$ cat src/rtl/pc_fetch_unit.sv
// IF-stage PC sequencer: resolves ID branches/jumps with one delay slot, runs the
// instruction-memory request/ready handshake and delivers {pc, instr} to IF/ID.
module pc_fetch_unit #(
    parameter logic [31:0] RESET_PC = 32'h0000_3000
) (
    input  logic        clk,
    input  logic        reset,
    input  logic        stall,
    input  logic        br_valid,
    input  logic [2:0]  br_type,
    input  logic        equal,
    input  logic        g_or_e,
    input  logic        greater,
    input  logic [15:0] br_offset,
    input  logic [25:0] j_index,
    input  logic [31:0] jr_target,
    input  logic [31:0] id_pc,
    output logic        imem_req,
    output logic [31:0] imem_addr,
    input  logic        imem_ready,
    input  logic [31:0] imem_rdata,
    output logic        if_valid,
    output logic [31:0] if_pc,
    output logic [31:0] if_instr,
    output logic        br_taken
);

    // Handshake: a fetch is accepted in any FETCH cycle with imem_ready=1;
    // IF/ID takes {if_pc, if_instr} in every cycle with if_valid=1.
    typedef enum logic [1:0] {
        ST_IDLE  = 2'd0,
        ST_FETCH = 2'd1,
        ST_HOLD  = 2'd2
    } state_t;

    state_t      state_q, state_d;
    logic [31:0] pc_q, pc_d;
    logic [31:0] buf_q, buf_d;
    logic        pend_q, pend_d;
    logic [31:0] pend_tgt_q, pend_tgt_d;

    logic        br_cond;
    logic        take;
    logic [31:0] id_pc_plus4;
    logic [31:0] br_disp;
    logic [31:0] target;
    logic [31:0] next_pc;

    assign id_pc_plus4 = id_pc + 32'd4;
    assign br_disp     = {{14{br_offset[15]}}, br_offset, 2'b00};

    always_comb begin
        br_cond = 1'b0;
        target  = id_pc_plus4 + br_disp;
        case (br_type)
            3'd0:    br_cond = equal;
            3'd1:    br_cond = ~equal;
            3'd2:    br_cond = g_or_e;
            3'd3:    br_cond = greater;
            3'd4:    br_cond = ~greater;
            3'd5:    br_cond = ~g_or_e;
            3'd6: begin
                br_cond = 1'b1;
                target  = {id_pc_plus4[31:28], j_index, 2'b00};
            end
            default: begin
                br_cond = 1'b1;
                target  = jr_target;
            end
        endcase
    end

    assign br_taken = br_valid & br_cond;
    // A second branch while one is still pending is dropped; the first wins.
    assign take     = br_taken & ~pend_q;

    always_comb begin
        state_d  = state_q;
        buf_d    = buf_q;
        imem_req = 1'b0;
        if_valid = 1'b0;
        if_instr = buf_q;
        case (state_q)
            ST_IDLE: begin
                state_d = ST_FETCH;
            end
            ST_FETCH: begin
                imem_req = 1'b1;
                if_instr = imem_rdata;
                if (imem_ready) begin
                    if (!stall) begin
                        if_valid = 1'b1;
                    end else begin
                        buf_d   = imem_rdata;
                        state_d = ST_HOLD;
                    end
                end
            end
            ST_HOLD: begin
                if (!stall) begin
                    if_valid = 1'b1;
                    state_d  = ST_FETCH;
                end
            end
            default: begin
                state_d = ST_IDLE;
            end
        endcase
    end

    // The delivery in (or after) the branch cycle is the delay slot; the redirect follows it.
    always_comb begin
        if (take)        next_pc = target;
        else if (pend_q) next_pc = pend_tgt_q;
        else             next_pc = pc_q + 32'd4;

        pc_d       = if_valid ? next_pc : pc_q;
        pend_d     = pend_q;
        pend_tgt_d = pend_tgt_q;
        if (if_valid) begin
            pend_d = 1'b0;
        end else if (take) begin
            pend_d     = 1'b1;
            pend_tgt_d = target;
        end
    end

    assign imem_addr = pc_q;
    assign if_pc     = pc_q;

    always_ff @(posedge clk or negedge reset) begin
        if (!reset) begin
            state_q    <= ST_IDLE;
            pc_q       <= RESET_PC;
            buf_q      <= 32'd0;
            pend_q     <= 1'b0;
            pend_tgt_q <= 32'd0;
        end else begin
            state_q    <= state_d;
            pc_q       <= pc_d;
            buf_q      <= buf_d;
            pend_q     <= pend_d;
            pend_tgt_q <= pend_tgt_d;
        end
    end

endmodule

$ cat config.mk
export PLATFORM = sky130hd
export DESIGN_NAME = pc_fetch_unit
export DESIGN_NICKNAME = d
export VERILOG_FILES = /design/src/rtl/pc_fetch_unit.sv
export SDC_FILE = /design/constraint.sdc
export NUM_CORES = 1
export LEC_CHECK = 0
export ABC_CLOCK_PERIOD_IN_PS = 4500
export CAP_MARGIN = 5
export CORE_ASPECT_RATIO = 1.4
export CORE_UTILIZATION = 54
export CTS_BUF_LIST = sky130_fd_sc_hd__clkbuf_2 sky130_fd_sc_hd__clkbuf_4 sky130_fd_sc_hd__clkbuf_8
export DETAILED_ROUTE_END_ITERATION = 16
export HOLD_SLACK_MARGIN = 0.1
export PLACE_DENSITY = 0.86
export SLEW_MARGIN = 20
export SYNTH_ARGS = -nofsm -noshare
export SYNTH_HDL_FRONTEND = slang
export SYNTH_SLANG_ARGS = --single-unit
$ cat constraint.sdc
create_clock -name clk -period 4.5 [get_ports clk]
set_clock_uncertainty 0.1 [all_clocks]
set_input_delay 0.675 -clock clk [delete_from_list [all_inputs] [get_ports clk]]
set_output_delay 0.675 -clock clk [all_outputs]
set_load 0.05 [all_outputs]
==> qor.yml, run 1 <==
status: "finished clean"
crit_required_ns: 4.70
max_freq_mhz: 238.9
nets: 1388
grt_max_degree: 76
post_cts_buffers: 0
async_flop_share_pct: 100.0
clock_path_buffers: 2
fin_ws_ns: 0.3140
first_global_vias: 7814
slew_headroom_pct: 36.85
fin_crit_sh_pct: 93.02
peakVddDrop_v: 0.0006024
hp-class: "in -> async"
postCtsHoldBufs: 0
cp.arrival_ns: 4.39
critical_path.endpoint_type: "register"
maxCapViolCount: 0
setup-violations-final: 0
clkLatencyLatePin_ns: 0.36
synth_cell_types: 75
htreeDepth: 3
vias: 8180
core_um2: 15050
fp.dieH_um: 149.1
start_util_pct: 55.42
port_buffers: 247
drt_pre_antenna_iters: 6
clkTransAtPathRegs_ns: 0.09
power_mw: 6.500
post-dp-hpwl_um: 18030
place_ws_ns: 0.02275
place.gp.congestion: 0.9575
finalWirelength_um: 23190
crit_type: "in -> reg"
avgSynthCellArea_um2: 8.419
row_count: 53
grt_usage_pct: 29.33
finish.utilization_pct: 73.49
drtAntennaViolNets: 0
whs_ns: 0.3410
antenna_found_initial: 0
clockRootBuffer: "clkbuf_8"
via_per_inst: 5.860
die_w_um: 107.1
synth_seq_cells: 99
cts.repair.resized: 0
hold_viol_final: 0
p_leak_nw: 4.647
cts_buffers: 9
diodes: 0
synth_edf_count: 0
ios: 248
pwr_density_cell_nw_per_um2: 587.6
syn_inst: 991
grt_overflow: 0
mappedNetlistArea_um2: 8343
areaGrowthSynthToFinish_pct: 32.60
drive_gt1_share_pct: 12.29
rsz0062_at_grt: "no"
drv_slew: 0
die_area_um2: 15960
ys_warn_count: 0
worst_pin_slew_ns: 0.9473
synth_flop_cell: "dfrtp_1"
synth_nets: 1180
clock_sinks: 99
finalCriticalPeriod_ns: 4.186
drc_errors: 0
yosysSeqAreaShare_pct: 29.72
finalSetupTns_ns: 0
cp-start-kind: "input pin"
drt_iter0_markers: 620
grt_pass1_wl_um: 37420
cts_tree: "built"
crit_fanout: 4
wire_per_inst_um: 16.61
[critical path: stages]
cell and delay (ns):
clkdlybuf4s50_1 0.53, ha_1 0.19, nand4_1 0.19, nor2_1 0.29, nand2_1 0.11, xnor2_1 0.15, ha_1 0.33, nand2_1 0.06
o21ai_0 0.49, nor3b_2 0.13, a22o_1 0.24, o21a_1 0.25, or3_1 0.36, a21oi_1 0.19, o32a_1 0.19
[Yosys cell counts (3+ instances only)]
cell type	instances	area, um^2
and3_1	11	68.82
ha_1	39	488.0
nand3b_1	4	30.03
a31oi_1	6	37.54
clkbuf_1	38	142.6
nor3_1	12	60.06
buf_4	33	247.7
xnor2_1	34	297.8
dfrtp_1	97	2427
a21oi_1	73	365.4
or3_1	5	31.28
xor2_1	35	306.5
a211o_1	6	52.55
inv_1	21	78.83
nor3b_1	3	22.52
nor4_1	4	25.02
a22oi_1	6	45.04
nand2_1	115	431.7
a22o_1	3	26.28
nand3_1	38	190.2
nand2b_1	7	43.79
o21ai_0	77	385.4
mux2_2	66	743.2
nor2_1	78	292.8
o31ai_1	4	30.03
buf_2	9	45.04
nor2b_1	4	25.02
a21o_1	13	97.59
o211ai_1	11	82.58
buf_1	7	26.28
o21a_1	8	60.06
o221ai_1	8	70.07
a21oi_2	3	26.28
nand4_1	20	125.1
a221oi_1	3	26.28
mux2i_1	30	300.3
o21ai_1	5	25.02
or4_1	4	30.03
a211oi_1	7	52.55
[placed cells by master, fill, tap and decap left out, types with 13 or more instances in the layout]
master,n
xnor2_1,34
inv_1,21
mux2i_1,30
a21o_1,13
mux2_2,66
nand4_1,20
xor2_1,35
dfrtp_1,97
ha_1,39
nor2_1,78
o21ai_0,77
buf_4,40
a21oi_1,73
nand2_1,115
clkdlybuf4s50_1,243
nand3_1,38
[cells by family after synthesis]
group,synth area share [%]
muxes,12.51
adders and majority gates,6.089
and+or+nand+nor,18.34
DFF,29.72
buffers and inverters,6.539
AOI/OAI and AO/OA,19.17
xor gates and xnor gates,7.634
[per-stage QoR]
| step | cells | instance area (um^2) |
|---|---|---|
| 6_report | 1396 | 11060 |
| 5_1_grt | 1396 | 11060 |
| 4_1_cts | 1396 | 11060 |
| 3_5_place_dp | 1380 | 10870 |
| 3_3_place_gp | 1380 | 10870 |
| 2_1_floorplan | 991 | 8343 |
[state kept, by name, summed over array words and instances (netlist names)]
signal and cells:
buf_q 32, pend_tgt_q 32, if_pc 32, pend_q 1
state_q 2
[worst paths after layout]
kind,start,end,slack [ns],depth (start not counted)
worst max-delay path,id_pc[2],if_pc[29]$_DFFE_PN0P_,0.31,15
worst min-delay path,reset,pend_tgt_q[4]$_DFFE_PN0P_,0.34,1
worst max register to register,state_q[0]$_DFFE_PN0P_,if_pc[11]$_DFFE_PN0P_,1.38,10
worst min register to register,pend_tgt_q[15]$_DFFE_PN0P_,pend_tgt_q[15]$_DFFE_PN0P_,0.38,2
max in group asynchronous,reset,pend_tgt_q[24]$_DFFE_PN0P_,3.03,2
min in group clk,pend_tgt_q[15]$_DFFE_PN0P_,pend_tgt_q[15]$_DFFE_PN0P_,0.38,2
[layout make-up]
cell class | count | area [um^2]
inverter | 21 | 78.83
multi-input combinational | 783 | 5318
fill | 1137 | 3990
tap | 192 | 240.2
clock buffer | 16 | 188.9
sequential | 99 | 2480
timing repair buffer | 285 | 2758
[power breakdown]
group          internal [mW]  leakage (nW)  switching (mW)
logic                   1.63          3.34            2.64
registers               1.31          1.21           0.364
clock network          0.264         0.102           0.286
total                   3.21          4.65            3.29
[layer usage]
metal / share of wire (%) / track usage, % / up-vias / routed length [um]
li1: - / - / 3937 / -
met1: 40 / 34.77 / 3839 / 9171
met2: 53 / 54.19 / 370 / 12190
met3: 6.0 / 2.446 / 34 / 1394
met4: 1.9 / 11.51 / 0 / 436
met5: 0 / 0 / - / 0
Power figures use the tool's default switching activity.
==> run 2, diff against run 1 <==
Settings changed: CELL_PAD_IN_SITES_DETAIL_PLACEMENT set to 0, CELL_PAD_IN_SITES_GLOBAL_PLACEMENT set to 1, CORE_UTILIZATION 54 to 39, PLACE_DENSITY 0.86 to 0.85, SKIP_LAST_GASP set to 1, SLEW_MARGIN 20 to 25.
==> run 2 against run 1 <==
Effect of this change:
- the flow now finishes with violations (DRC)
- sequential share of layout area is 0.64 points lower
- non-clock buffer count is 30 higher
- sequential power barely moved
- first-iteration DRC count is 64% lower
- combinational power barely moved
- count of clock-buffer cells in the layout decreased by 4
- fmax increased by 2.7%
- largest power group unchanged
==> qor.yml, run 2 (same netlist as run 1, synthesis figures left out) <==
status: "finished with violations"  # was finished clean
violations: "DRC"
clock_sinks: 99  # unchanged
port_buffers: 247  # unchanged
slew_headroom_pct: 32.71  # was 36.85%
antenna_found_initial: 0  # unchanged
pwr_density_cell_nw_per_um2: 578.0  # was 587.6 nW/um^2
critical_path.endpoint_type: "register"  # unchanged
postCtsHoldBufs: 0  # unchanged
post-dp-hpwl_um: 18960  # was 18030 um
finalWirelength_um: 24000  # was 23190 um
drive_gt1_share_pct: 14.42  # was 12.29%
die_area_um2: 21990  # was 15960 um^2
core_um2: 20710  # was 15050 um^2
diodes: 0  # unchanged
drc_errors: 20  # was 0
die_w_um: 125.6  # was 107.1 um
grt_max_degree: 74  # was 76
crit_type: "in -> reg"  # unchanged
vias: 7933  # was 8180
wire_per_inst_um: 16.11  # was 16.61 um
row_count: 62  # was 53
clkTransAtPathRegs_ns: 0.10  # was 0.09 ns
final_common_cell: "clkdlybuf4s50_1"  # unchanged
drt_pre_antenna_iters: 11  # was 6
final_cell_mix: "243 x clkdlybuf4s50_1, 115 x nand2_1, 97 x dfrtp_1"  # unchanged
finish.utilization_pct: 54.97  # was 73.49%
areaGrowthSynthToFinish_pct: 36.47  # was 32.60%
clock_path_buffers: 2  # unchanged
via_per_inst: 5.324  # was 5.860
ios: 248  # unchanged
start_util_pct: 40.28  # was 55.42%
cts.repair.resized: 0  # unchanged
hold_viol_final: 0  # unchanged
drt_iter0_markers: 226  # was 620
finalCriticalPeriod_ns: 4.075  # was 4.186 ns
first_global_vias: 7845  # was 7814
crit_fanout: 5  # was 4
hp-class: "in -> async"  # unchanged
p_leak_nw: 4.790  # was 4.647 nW
crit_required_ns: 4.64  # was 4.70 ns
nets: 1418  # was 1388
cts_buffers: 9  # unchanged
rsz0062_at_grt: "no"  # unchanged
grt_usage_pct: 22.23  # was 29.33%
place.gp.congestion: 0.8693  # was 0.9575
worst_pin_slew_ns: 1.006  # was 0.9473 ns
drtAntennaViolNets: 0  # unchanged
clkLatencyLatePin_ns: 0.38  # was 0.36 ns
drv_slew: 0  # unchanged
finalSetupTns_ns: 0  # unchanged
setup-violations-final: 0  # unchanged
cts_tree: "built"  # unchanged
grt_overflow: 0  # unchanged
peakVddDrop_v: 0.0003014  # was 0.0006024 V
maxCapViolCount: 0  # unchanged
cp-start-kind: "input pin"  # unchanged
clockRootBuffer: "clkbuf_8"  # unchanged
htreeDepth: 3  # unchanged
max_freq_mhz: 245.4  # was 238.9 MHz
post_cts_buffers: 0  # unchanged
fp.dieH_um: 175.1  # was 149.1 um
cp.arrival_ns: 4.22  # was 4.39 ns
grt_pass1_wl_um: 39230  # was 37420 um
fin_crit_sh_pct: 90.56  # was 93.02%
[run 2: changes by cell type in the layout (fill, tap and decap cells not counted), sizes merged]
cell / previous run / this run
clkinv: 0 / 1
clkinvlp: 0 / 2
clkbuf: 16 / 12
buf: 42 / 72
bufinv: 0 / 1
[run 2: through the flow]
stage / area, um^2 / instances / hold slack [ns] / setup WS (ns) / power (mW)
floorplan: 8343 / 991 / 0.2794 / 0.6864 / 4.726
global placement: 11180 / 1474 / 0.3564 / 0.06755 / 5.960
detailed placement: 11180 / 1474 / 0.3633 / 0.04219 / 6.015
CTS: 11380 / 1490 / 0.3552 / 0.4423 / 6.624
global route: 11390 / 1490 / 0.2322 / 0.09118 / 6.958
finish: 11390 / 1490 / 0.1899 / 0.4247 / 6.581
[run 2: layout make-up]
| type | instances | area (um^2) |
|---|---|---|
| clock inverter | 4 | 50.05 |
| clock buffer | 12 | 152.6 |
| multi-input combinational | 783 | 5318 |
| inverter | 21 | 78.83 |
| timing repair buffer | 315 | 2987 |
| tap | 256 | 320.3 |
| fill | 1992 | 9326 |
| sequential | 99 | 2480 |
[run 2: path summary, 6_finish.rpt]
check | startpoint | to | slack [ns] | depth (start not counted)
setup / recovery | id_pc[2] | if_pc[28]$_DFFE_PN0P_ | 0.42 | 14
hold / removal | reset | if_pc[5]$_DFFE_PN0P_ | 0.19 | 1
setup reg to reg | state_q[1]$_DFFE_PN0P_ | pend_tgt_q[17]$_DFFE_PN0P_ | 1.53 | 10
hold reg to reg | pend_tgt_q[9]$_DFFE_PN0P_ | pend_tgt_q[9]$_DFFE_PN0P_ | 0.38 | 2
max in group asynchronous | reset | buf_q[15]$_DFFE_PN0P_ | 3.27 | 2
min in group clk | pend_tgt_q[9]$_DFFE_PN0P_ | pend_tgt_q[9]$_DFFE_PN0P_ | 0.38 | 2
[run 2: layer usage]
layer  GRT usage, %  part of all wire [%]
met4          7.470                   2.0
met5              0                     0
met2          41.00                    50
met3          2.541                   4.5
met1          26.49                    43
[run 2: where the power goes]
group          switching [mW]  leakage (nW)  internal [mW]  total, mW
registers               0.362          1.21           1.31       1.67
clock network           0.311        0.0994          0.284      0.595
logic                    2.65          3.48           1.67       4.31
[run 2: worst max-delay path, stage by stage]
cell,delay [ns]
clkdlybuf4s50_1,0.52
nand2_1,0.09
or3_1,0.44
buf_4,0.18
xnor2_1,0.12
ha_1,0.38
a21oi_1,0.12
nor3b_1,0.17
a211oi_2,0.34
a41oi_2,0.24
o21a_1,0.25
a211o_1,0.25
nor3_1,0.27
o221ai_1,0.17
